$ cat src/rtl/mem_access_stage_if.sv
// Data-memory port of the MEM stage: one req/ack transaction at a time.
// The stage drives the request side; the memory returns a one-cycle ack with read data.
interface mem_access_stage_if #(
    parameter int ADDR_W = 10
);
    logic              dmem_req;
    logic              dmem_we;
    logic [ADDR_W-1:0] dmem_addr;
    logic [3:0]        dmem_be;
    logic [31:0]       dmem_wdata;
    logic              dmem_ack;
    logic [31:0]       dmem_rdata;

    modport master (
        output dmem_req, dmem_we, dmem_addr, dmem_be, dmem_wdata,
        input  dmem_ack, dmem_rdata
    );

    modport slave (
        input  dmem_req, dmem_we, dmem_addr, dmem_be, dmem_wdata,
        output dmem_ack, dmem_rdata
    );
endinterface

$ cat src/rtl/mem_access_stage.sv
// MEM-stage load/store unit: decodes the memory op, runs one req/ack transaction,
// formats store lanes / extends load data, and stalls the pipeline until done.
module mem_access_stage #(
    parameter int ADDR_W         = 10,
    parameter int CTRL_MEMR_BIT  = 3,
    parameter int CTRL_MEMW_BIT  = 4,
    parameter int CTRL_SIZE_LSB  = 5,
    parameter int CTRL_UNS_BIT   = 7,
    parameter int TIMEOUT_CYCLES = 255
) (
    input  logic                clk,
    input  logic                reset,
    input  logic [31:0]         MEM_ALU_R,
    input  logic [31:0]         MEM_CTRL,
    input  logic [31:0]         MEM_RF_B,
    input  logic                MEM_HALT,
    mem_access_stage_if.master  dmem,
    output logic                mem_stall,
    output logic [31:0]         MEM_LOAD_DATA,
    output logic                mem_misalign,
    output logic                mem_timeout
);

    typedef enum logic [1:0] {S_IDLE, S_BUSY, S_DONE} state_t;

    // Last counter value before abort: BUSY lasts at most TIMEOUT_CYCLES cycles.
    localparam logic [7:0] CNT_LAST = 8'(TIMEOUT_CYCLES - 1);

    function automatic logic [3:0] f_store_be(input logic [1:0] size, input logic [1:0] lane);
        case (size)
            2'b00:   f_store_be = 4'b0001 << lane;
            2'b01:   f_store_be = lane[1] ? 4'b1100 : 4'b0011;
            default: f_store_be = 4'b1111;
        endcase
    endfunction

    function automatic logic [31:0] f_store_wdata(input logic [1:0] size, input logic [31:0] b);
        case (size)
            2'b00:   f_store_wdata = {4{b[7:0]}};
            2'b01:   f_store_wdata = {2{b[15:0]}};
            default: f_store_wdata = b;
        endcase
    endfunction

    function automatic logic [31:0] f_load_fmt(input logic [1:0] size, input logic uns,
                                               input logic [1:0] lane, input logic [31:0] rd);
        logic [7:0]  v_b;
        logic [15:0] v_h;
        v_b = rd[8*lane +: 8];
        v_h = lane[1] ? rd[31:16] : rd[15:0];
        case (size)
            2'b00:   f_load_fmt = uns ? {24'b0, v_b} : {{24{v_b[7]}}, v_b};
            2'b01:   f_load_fmt = uns ? {16'b0, v_h} : {{16{v_h[15]}}, v_h};
            default: f_load_fmt = rd;
        endcase
    endfunction

    logic       w_memr, w_memw, w_uns, w_half, w_word, w_op, w_access, w_we;
    logic [1:0] w_size, w_lane;
    logic       w_unused;

    assign w_memr   = MEM_CTRL[CTRL_MEMR_BIT];
    assign w_memw   = MEM_CTRL[CTRL_MEMW_BIT];
    assign w_size   = MEM_CTRL[CTRL_SIZE_LSB +: 2];
    assign w_uns    = MEM_CTRL[CTRL_UNS_BIT];
    assign w_lane   = MEM_ALU_R[1:0];
    assign w_half   = (w_size == 2'b01);
    assign w_word   = w_size[1];
    assign w_op     = (w_memr | w_memw) & ~MEM_HALT;
    assign w_we     = w_memw & ~w_memr;
    assign w_unused = ^{MEM_CTRL, MEM_ALU_R};

    assign mem_misalign = w_op & ((w_half & w_lane[0]) | (w_word & (|w_lane)));
    assign w_access     = w_op & ~mem_misalign;

    state_t            r_state, w_next;
    logic              r_req, r_we, r_timeout, r_is_load, r_uns;
    logic [ADDR_W-1:0] r_addr;
    logic [3:0]        r_be;
    logic [31:0]       r_wdata, r_load;
    logic [1:0]        r_size, r_lane;
    logic [7:0]        r_cnt;
    logic              w_launch, w_ack_done, w_to, w_count;

    always_ff @(posedge clk or negedge reset) begin
        if (!reset) r_state <= S_IDLE;
        else        r_state <= w_next;
    end

    always_comb begin
        w_next     = r_state;
        w_launch   = 1'b0;
        w_ack_done = 1'b0;
        w_to       = 1'b0;
        w_count    = 1'b0;
        mem_stall  = 1'b0;
        case (r_state)
            S_IDLE: begin
                mem_stall = w_access;
                if (w_access) begin
                    w_launch = 1'b1;
                    w_next   = S_BUSY;
                end
            end
            S_BUSY: begin
                mem_stall = 1'b1;
                // Ack takes priority over an abort landing in the same cycle.
                if (dmem.dmem_ack) begin
                    w_ack_done = 1'b1;
                    w_next     = S_DONE;
                end else if (r_cnt == CNT_LAST) begin
                    w_to   = 1'b1;
                    w_next = S_DONE;
                end else begin
                    w_count = 1'b1;
                end
            end
            // The pipeline advances out of DONE, so the op is never relaunched.
            S_DONE:  w_next = S_IDLE;
            default: w_next = S_IDLE;
        endcase
    end

    always_ff @(posedge clk or negedge reset) begin
        if (!reset) begin
            r_req     <= 1'b0;
            r_we      <= 1'b0;
            r_addr    <= '0;
            r_be      <= '0;
            r_wdata   <= '0;
            r_load    <= '0;
            r_timeout <= 1'b0;
            r_cnt     <= '0;
            r_is_load <= 1'b0;
            r_uns     <= 1'b0;
            r_size    <= '0;
            r_lane    <= '0;
        end else begin
            r_timeout <= w_to;
            if (w_launch) begin
                r_req     <= 1'b1;
                r_we      <= w_we;
                r_addr    <= MEM_ALU_R[ADDR_W+1:2];
                r_be      <= f_store_be(w_size, w_lane);
                r_wdata   <= f_store_wdata(w_size, MEM_RF_B);
                r_is_load <= w_memr;
                r_uns     <= w_uns;
                r_size    <= w_size;
                r_lane    <= w_lane;
                r_cnt     <= '0;
            end
            if (w_count) r_cnt <= r_cnt + 8'd1;
            if (w_ack_done || w_to) r_req <= 1'b0;
            // Load result uses the format captured at launch, not the live control word.
            if (w_ack_done && r_is_load) r_load <= f_load_fmt(r_size, r_uns, r_lane, dmem.dmem_rdata);
            if (w_to && r_is_load) r_load <= '0;
        end
    end

    assign dmem.dmem_req   = r_req;
    assign dmem.dmem_we    = r_we;
    assign dmem.dmem_addr  = r_addr;
    assign dmem.dmem_be    = r_be;
    assign dmem.dmem_wdata = r_wdata;
    assign MEM_LOAD_DATA   = r_load;
    assign mem_timeout     = r_timeout;

endmodule

$ cat src/flat_wrapper.sv
// flat-port wrapper written by rule: the top's interface ports become plain ports
module mem_access_stage_flat 
#(
    parameter int ADDR_W         = 10,
    parameter int CTRL_MEMR_BIT  = 3,
    parameter int CTRL_MEMW_BIT  = 4,
    parameter int CTRL_SIZE_LSB  = 5,
    parameter int CTRL_UNS_BIT   = 7,
    parameter int TIMEOUT_CYCLES = 255
)
  (clk, reset, MEM_ALU_R, MEM_CTRL, MEM_RF_B, MEM_HALT, mem_stall, MEM_LOAD_DATA, mem_misalign, mem_timeout, dmem_dmem_req, dmem_dmem_we, dmem_dmem_addr, dmem_dmem_be, dmem_dmem_wdata, dmem_dmem_ack, dmem_dmem_rdata);
  mem_access_stage_if #(.ADDR_W(ADDR_W)) dmem_i ();
  input  logic clk;
  input  logic reset;
  input  logic [31:0] MEM_ALU_R;
  input  logic [31:0] MEM_CTRL;
  input  logic [31:0] MEM_RF_B;
  input  logic MEM_HALT;
  output logic mem_stall;
  output logic [31:0] MEM_LOAD_DATA;
  output logic mem_misalign;
  output logic mem_timeout;
  output wire logic [$bits(dmem_i.dmem_req)-1:0] dmem_dmem_req;
  output wire logic [$bits(dmem_i.dmem_we)-1:0] dmem_dmem_we;
  output wire logic [$bits(dmem_i.dmem_addr)-1:0] dmem_dmem_addr;
  output wire logic [$bits(dmem_i.dmem_be)-1:0] dmem_dmem_be;
  output wire logic [$bits(dmem_i.dmem_wdata)-1:0] dmem_dmem_wdata;
  input wire logic [$bits(dmem_i.dmem_ack)-1:0] dmem_dmem_ack;
  input wire logic [$bits(dmem_i.dmem_rdata)-1:0] dmem_dmem_rdata;
  assign dmem_dmem_req = dmem_i.dmem_req;
  assign dmem_dmem_we = dmem_i.dmem_we;
  assign dmem_dmem_addr = dmem_i.dmem_addr;
  assign dmem_dmem_be = dmem_i.dmem_be;
  assign dmem_dmem_wdata = dmem_i.dmem_wdata;
  assign dmem_i.dmem_ack = dmem_dmem_ack;
  assign dmem_i.dmem_rdata = dmem_dmem_rdata;
  mem_access_stage #(.ADDR_W(ADDR_W), .CTRL_MEMR_BIT(CTRL_MEMR_BIT), .CTRL_MEMW_BIT(CTRL_MEMW_BIT), .CTRL_SIZE_LSB(CTRL_SIZE_LSB), .CTRL_UNS_BIT(CTRL_UNS_BIT), .TIMEOUT_CYCLES(TIMEOUT_CYCLES)) u_core (.clk(clk), .reset(reset), .MEM_ALU_R(MEM_ALU_R), .MEM_CTRL(MEM_CTRL), .MEM_RF_B(MEM_RF_B), .MEM_HALT(MEM_HALT), .dmem(dmem_i), .mem_stall(mem_stall), .MEM_LOAD_DATA(MEM_LOAD_DATA), .mem_misalign(mem_misalign), .mem_timeout(mem_timeout));
endmodule
$ cat config.mk
export PLATFORM = sky130hd
export DESIGN_NAME = mem_access_stage_flat
export DESIGN_NICKNAME = d
export VERILOG_FILES = /design/src/rtl/mem_access_stage_if.sv /design/src/rtl/mem_access_stage.sv /design/src/flat_wrapper.sv
export SDC_FILE = /design/constraint.sdc
export NUM_CORES = 1
export LEC_CHECK = 0
export CAP_MARGIN = 20
export CORE_MARGIN = 4
export CORE_UTILIZATION = 30
export CTS_CLUSTER_SIZE = 12
export DETAILED_ROUTE_END_ITERATION = 10
export SYNTH_ARGS = -nofsm -noshare
export SYNTH_HDL_FRONTEND = slang
export SYNTH_SLANG_ARGS = --single-unit
$ cat constraint.sdc
create_clock -name clk -period 2.15 [get_ports clk]
set_input_delay 0.3225 -clock clk [delete_from_list [all_inputs] [get_ports clk]]
set_output_delay 0.3225 -clock clk [all_outputs]
set_load 0.01 [all_outputs]
**Word-level counts from Yosys, hierarchy flattened**

Cells that the tools add are included.

- Register bits: 97
- Logic and storage cells: 72
- Output and inout port bits: 83

- Shift-type cells: 2
- Add/subtract/negate cells: 1
- Equality and inequality tests: 6
- Reduce and logical (&&, ||, !) cells: 11
- Multiplexer cells: 28
- Bitwise gates (word level): 11

Operator list:

| kind | count |
|---|---|
| $mux W32 | 4 |
| $pmux W32 S2 | 2 |
| $shiftx A32 B6 Y8 | 1 |
| $mux W16 | 1 |
| $mux W8 | 2 |
| $mux W1 | 12 |
| $add A8 B1 Y8 const B | 1 |
| $eq A8 B8 Y1 const B | 1 |
| $pmux W4 S2 | 1 |
| $and A1 B1 Y1 | 6 |
| $eq A2 B1 Y1 const B | 3 |
| $logic_not A2 Y1 | 3 |
| $mux W2 | 3 |
| $reduce_bool A2 Y1 | 3 |
| $mux W4 | 1 |
| $pmux W2 S2 | 1 |
| $shl A1 B2 Y4 const A | 1 |
| $ne A3 B2 Y1 const B | 1 |
| $not A1 Y1 | 3 |
| $logic_and A1 B1 Y1 | 2 |
| $ne A2 B1 Y1 const B | 1 |
| $or A1 B1 Y1 | 2 |
| $pmux W1 S2 | 1 |
| $reduce_and A2 Y1 | 1 |
| 2 further kinds | 2 |

**Longest topological paths before layout**

- Depth after elaboration: 10
- Depth in mapped cells: 7

**Least setup slack after synthesis**

Ideal clock, no wire load.

- Path type: input port to output port
- Start point: in MEM_CTRL[6]
- End point: out mem_stall
- Path buffers: 3
- Cell stages on the path: 6
- Arrival time: 1.517 ns
- Path slack: 0.311 ns
- Cell sequence: clkbuf_1 o21ai_0 nand4b_1 clkbuf_1 clkbuf_1 o21ai_0

- Longest elaborated chain between the ends: 7
- Elaborated cells on any way between the ends: 8

Ends and longest elaborated chain:

| what | line | text |
|---|---|---|
| start, declared | flat_wrapper.sv:16 | `input logic [31:0] MEM_CTRL;` |
| $eq A2 B1 Y1 | mem_access_stage.sv:67 | `assign w_half = (w_size == 2'b01);` |
| $and A1 B1 Y1 | mem_access_stage.sv:73 | `assign mem_misalign = w_op & ((w_half & w_lane[0]) \| (w_word & (\|w_lane)));` |
| $or A1 B1 Y1 * | mem_access_stage.sv:73 |  |
| $and A1 B1 Y1 * | mem_access_stage.sv:73 |  |
| $not A1 Y1 * | mem_access_stage.sv:74 | `assign w_access = w_op & ~mem_misalign;` |
| $and A1 B1 Y1 * | mem_access_stage.sv:74 |  |
| $pmux W1 S2 * | mem_access_stage.sv:97 | `case (r_state)` |
| end, declared | flat_wrapper.sv:19 | `output logic mem_stall;` |

Mark *: on every way between the ends. The rest lies on a longest branch, timed or not.

**Worst setup path in the final report**

- Start point: in MEM_CTRL[3]
- End point: out mem_stall

- Longest elaborated chain between the ends: 6

Ends and longest elaborated chain:

| what | line | text |
|---|---|---|
| $or A1 B1 Y1 * | mem_access_stage.sv:69 | `assign w_op = (w_memr \| w_memw) & ~MEM_HALT;` |
| $and A1 B1 Y1 * | mem_access_stage.sv:69 |  |
| $and A1 B1 Y1 | mem_access_stage.sv:73 |  |
| $not A1 Y1 | mem_access_stage.sv:74 |  |
| $and A1 B1 Y1 * | mem_access_stage.sv:74 |  |
| $pmux W1 S2 * | mem_access_stage.sv:97 |  |

Marks and branches as above.

==> key figures <==
Final layout
  • Final #Nets: 720
  • Post-route insts no fill: between 700 and 800
  • Most frequent cells in the layout: 164 x clkdlybuf4s50_1, 97 x dfrtp_1, 46 x nand2_1
  • Most common cell after layout, fill and taps aside: clkdlybuf4s50_1
  • Antenna Cells: 0
  • Synth-to-layout area growth: 49.6%
  • Fillcell total: 1,391
  • Share of cells above drive strength 1: 0.156

Detailed routing
  • DRC violations left: 0
  • First drt pass iteration count: 4
  • Post-DR wirelength/cell: 17.8 µm
  • Vias/cell: 4.97
  • Post-route ant nets: 0
  • Via count: a little under 4,000
  • Starting DRT DRC Count: 213
  • Routed wire length: 13,900 µm

Worst setup path
  • Worst reg-to-reg setup slack: 260 ps
  • CP Launch Type: input port
  • Maximum fanout along the worst path: 3
  • Worst R2R Start: u_core.r_cnt[0]
  • Critical Path Source: MEM_CTRL[3]
  • Critical Setup Path Class: in2out
  • CP Data Required Time: ~1800 ps
  • CP Capture Type: output pin
  • R2R cell count: 7
  • Reg2reg end: u_core.MEM_LOAD_DATA[27]
  • Worst EP arrival: 1620 ps

Floorplan
  • Initial Util: 0.304
  • Die W: 132 µm
  • Area of the die: 17,400 µm²
  • Vert. Die Dim: about 130 µm
  • # IOs: 215
  • CORE AREA: 15,100 µm²
  • Standard-cell rows: 45

STA
  • FMAX: 0.515 GHz
  • Clk_skew: 6.21 ps
  • Final setup fails: 0
  • Hold slack: 480 ps
  • Final Critical Period: between 1500 and 2000 ps
  • Slew Viols, Final: 0
  • Final period utilization: 0.904
  • Setup TNS: 0 ps
  • Max transition margin: 0.346
  • PnR worst setup slack: 207 ps
  • RSZ-0062 raised after global routing: no
  • Worst slew pin tran: about 980 ps
  • Final Hold Fails: 0

Clock tree
  • Clock Sinks: 97
  • Worst skew pair latency: 340 ps
  • CTS tree: yes
  • Post-CTS setup buffers: 0
  • TritonCTS Buffers: 9
  • Clock tree buffer depth: 2
  • CTS H-tree depth: 3
  • Clock transition at path regs: 70 ps
  • Root buf cell: clkbuf_16

Worst hold path
  • Hold-critical path depth: 2
  • Hold Path Class: reg2reg
  • Min-Delay Endpoint: u_core.dmem.dmem_wdata[14]
  • HP Start: u_core.dmem.dmem_wdata[14]

Synthesis
  • Mean post-synth cell area: approximately 11 µm²
  • Post-synth top flop: dfrtp_1
  • Synth Instances: 411
  • Sequential cell area fraction in the yosys report: 0.527
  • Yosys reg bits: 97
  • Syn nets: 545
  • Synth warnings: 0
  • Post-synth cell types: 47
  • EDFF count, synth: 0
  • Netlist Area Pre-Place: 4610 µm²
  • FFs w/ async S/R, synth: 1.00

Pwr
  • P per Cell Area: 1070 nW/µm²
  • Static Leakage: 3.04 nW
  • VDD IR max: between 0.0005 and 0.0006 V

Job
  • Max_cap viols: 0

GRT
  • Largest net degree at the start of global routing: 67
  • First-pass GRT wire length: 22,600 µm
  • Initial antenna violation count: 0
  • GRT Residual Overflow: 0
  • Gr usage total: 0.162
  • Vias in the first global route: 4,082

Placement
  • Place WS: -194 ps
  • GP Congestion: 0.831
  • HPWL Detailed: between 10,000 and 15,000 µm
  • I/O Buffers: 167
  • Cells after DPL: 761

Run status
  • Status: complete, no violations
timing repair:
item	in CTS	in global routing
hold buffers	1	0
pin swaps	0	0
setup endpoints to repair	1	1
gates resized for setup	2	1
endpoints found under the hold margin	35	0
logic make-up (layout without fill, tap and decap cells):
| kind of cell | after synthesis | count (layout) | synth area share |
|---|---|---|---|
| buffers and inverters | 43 | 223 | 0.0467 |
| AOI/OAI and AO/OA | 121 | 121 | 0.189 |
| DFF | 97 | 97 | 0.527 |
| and+or+nand+nor | 83 | 83 | 0.0790 |
| adders and majority gates | 2 | 2 | 0.00543 |
| muxes | 65 | 65 | 0.153 |
how the worst max path moves through the flow:
stage | end | slack [ps] | depth (start not counted)
finish | mem_stall | 210 | 5
global route | mem_stall | 100 | 5
CTS | mem_misalign | 10 | 5
detailed placement | mem_stall | -190 | 5
global placement | mem_stall | -150 | 5
floorplan | mem_stall | 310 | 6
per-layer routing:
layer  wire, µm  vias up  GRT usage
met5          0        -          0
met4        256        0     0.0595
met3       1600       15     0.0737
met2       6180      170      0.249
met1       5840     1848      0.202
li1           -     1838          -
synth_stat cells (all sizes together), types with 2 or more instances:
master,number,area (µm²)
inv,16,60.1
a221oi,8,70.1
a21oi,21,109
nand2,46,173
buf,9,68.8
o211ai,3,22.5
ha,2,25.0
a22o,7,61.3
nand3,9,50.1
nor2,17,63.8
mux2,30,342
o21ai,40,200
a221o,17,190
o22a,7,61.3
nor3,2,10.0
a21o,8,60.1
o21a,3,22.5
or3,2,17.5
clkbuf,16,70.1
dfrtp,97,2430
mux2i,34,340
state kept, by name, indices dropped and copies added (netlist names), 2 cells and up:
| name | count |
|---|---|
| u_core.MEM_LOAD_DATA | 32 |
| u_core.dmem.dmem_wdata | 32 |
| u_core.dmem.dmem_addr | 10 |
| u_core.r_cnt | 8 |
| u_core.dmem.dmem_be | 4 |
| u_core.r_lane | 2 |
| u_core.r_size | 2 |
| u_core.r_state | 2 |
final cells by class:
type	instances	area (µm²)	share of cell area
clock inverter	4	51.3	0.00744
tap	188	235	0.0341
inverter	17	63.8	0.00925
clock buffer	12	256	0.0372
sequential	97	2430	0.352
timing repair buffer	190	1900	0.275
multi-input combinational	271	1970	0.285
worst max-delay path, cell delays in order:
cell             delay, ps
clkdlybuf4s50_1        440
o21bai_1               240
nand4b_1               200
o21ai_0                120
dlygate4sd2_1          300
stage by stage:
stage / instance area, µm² / power (mW) / utilization
after CTS: 6890 / 7.49 / 0.455
final: 6900 / 7.39 / 0.455
after global placement: 6570 / 5.71 / 0.434
after floorplan: 4610 / 4.07 / -
after detailed placement: 6570 / 5.77 / 0.434
after global routing: 6900 / 7.84 / 0.455
where the power goes:
group,total (mW),internal (mW),switching [mW]
clock,1.67,0.967,0.707
combinational,2.89,1.71,1.17
sequential,2.83,2.43,0.392
total,7.39,5.11,2.27
Note: power is estimated with default switching activity, not from simulation.
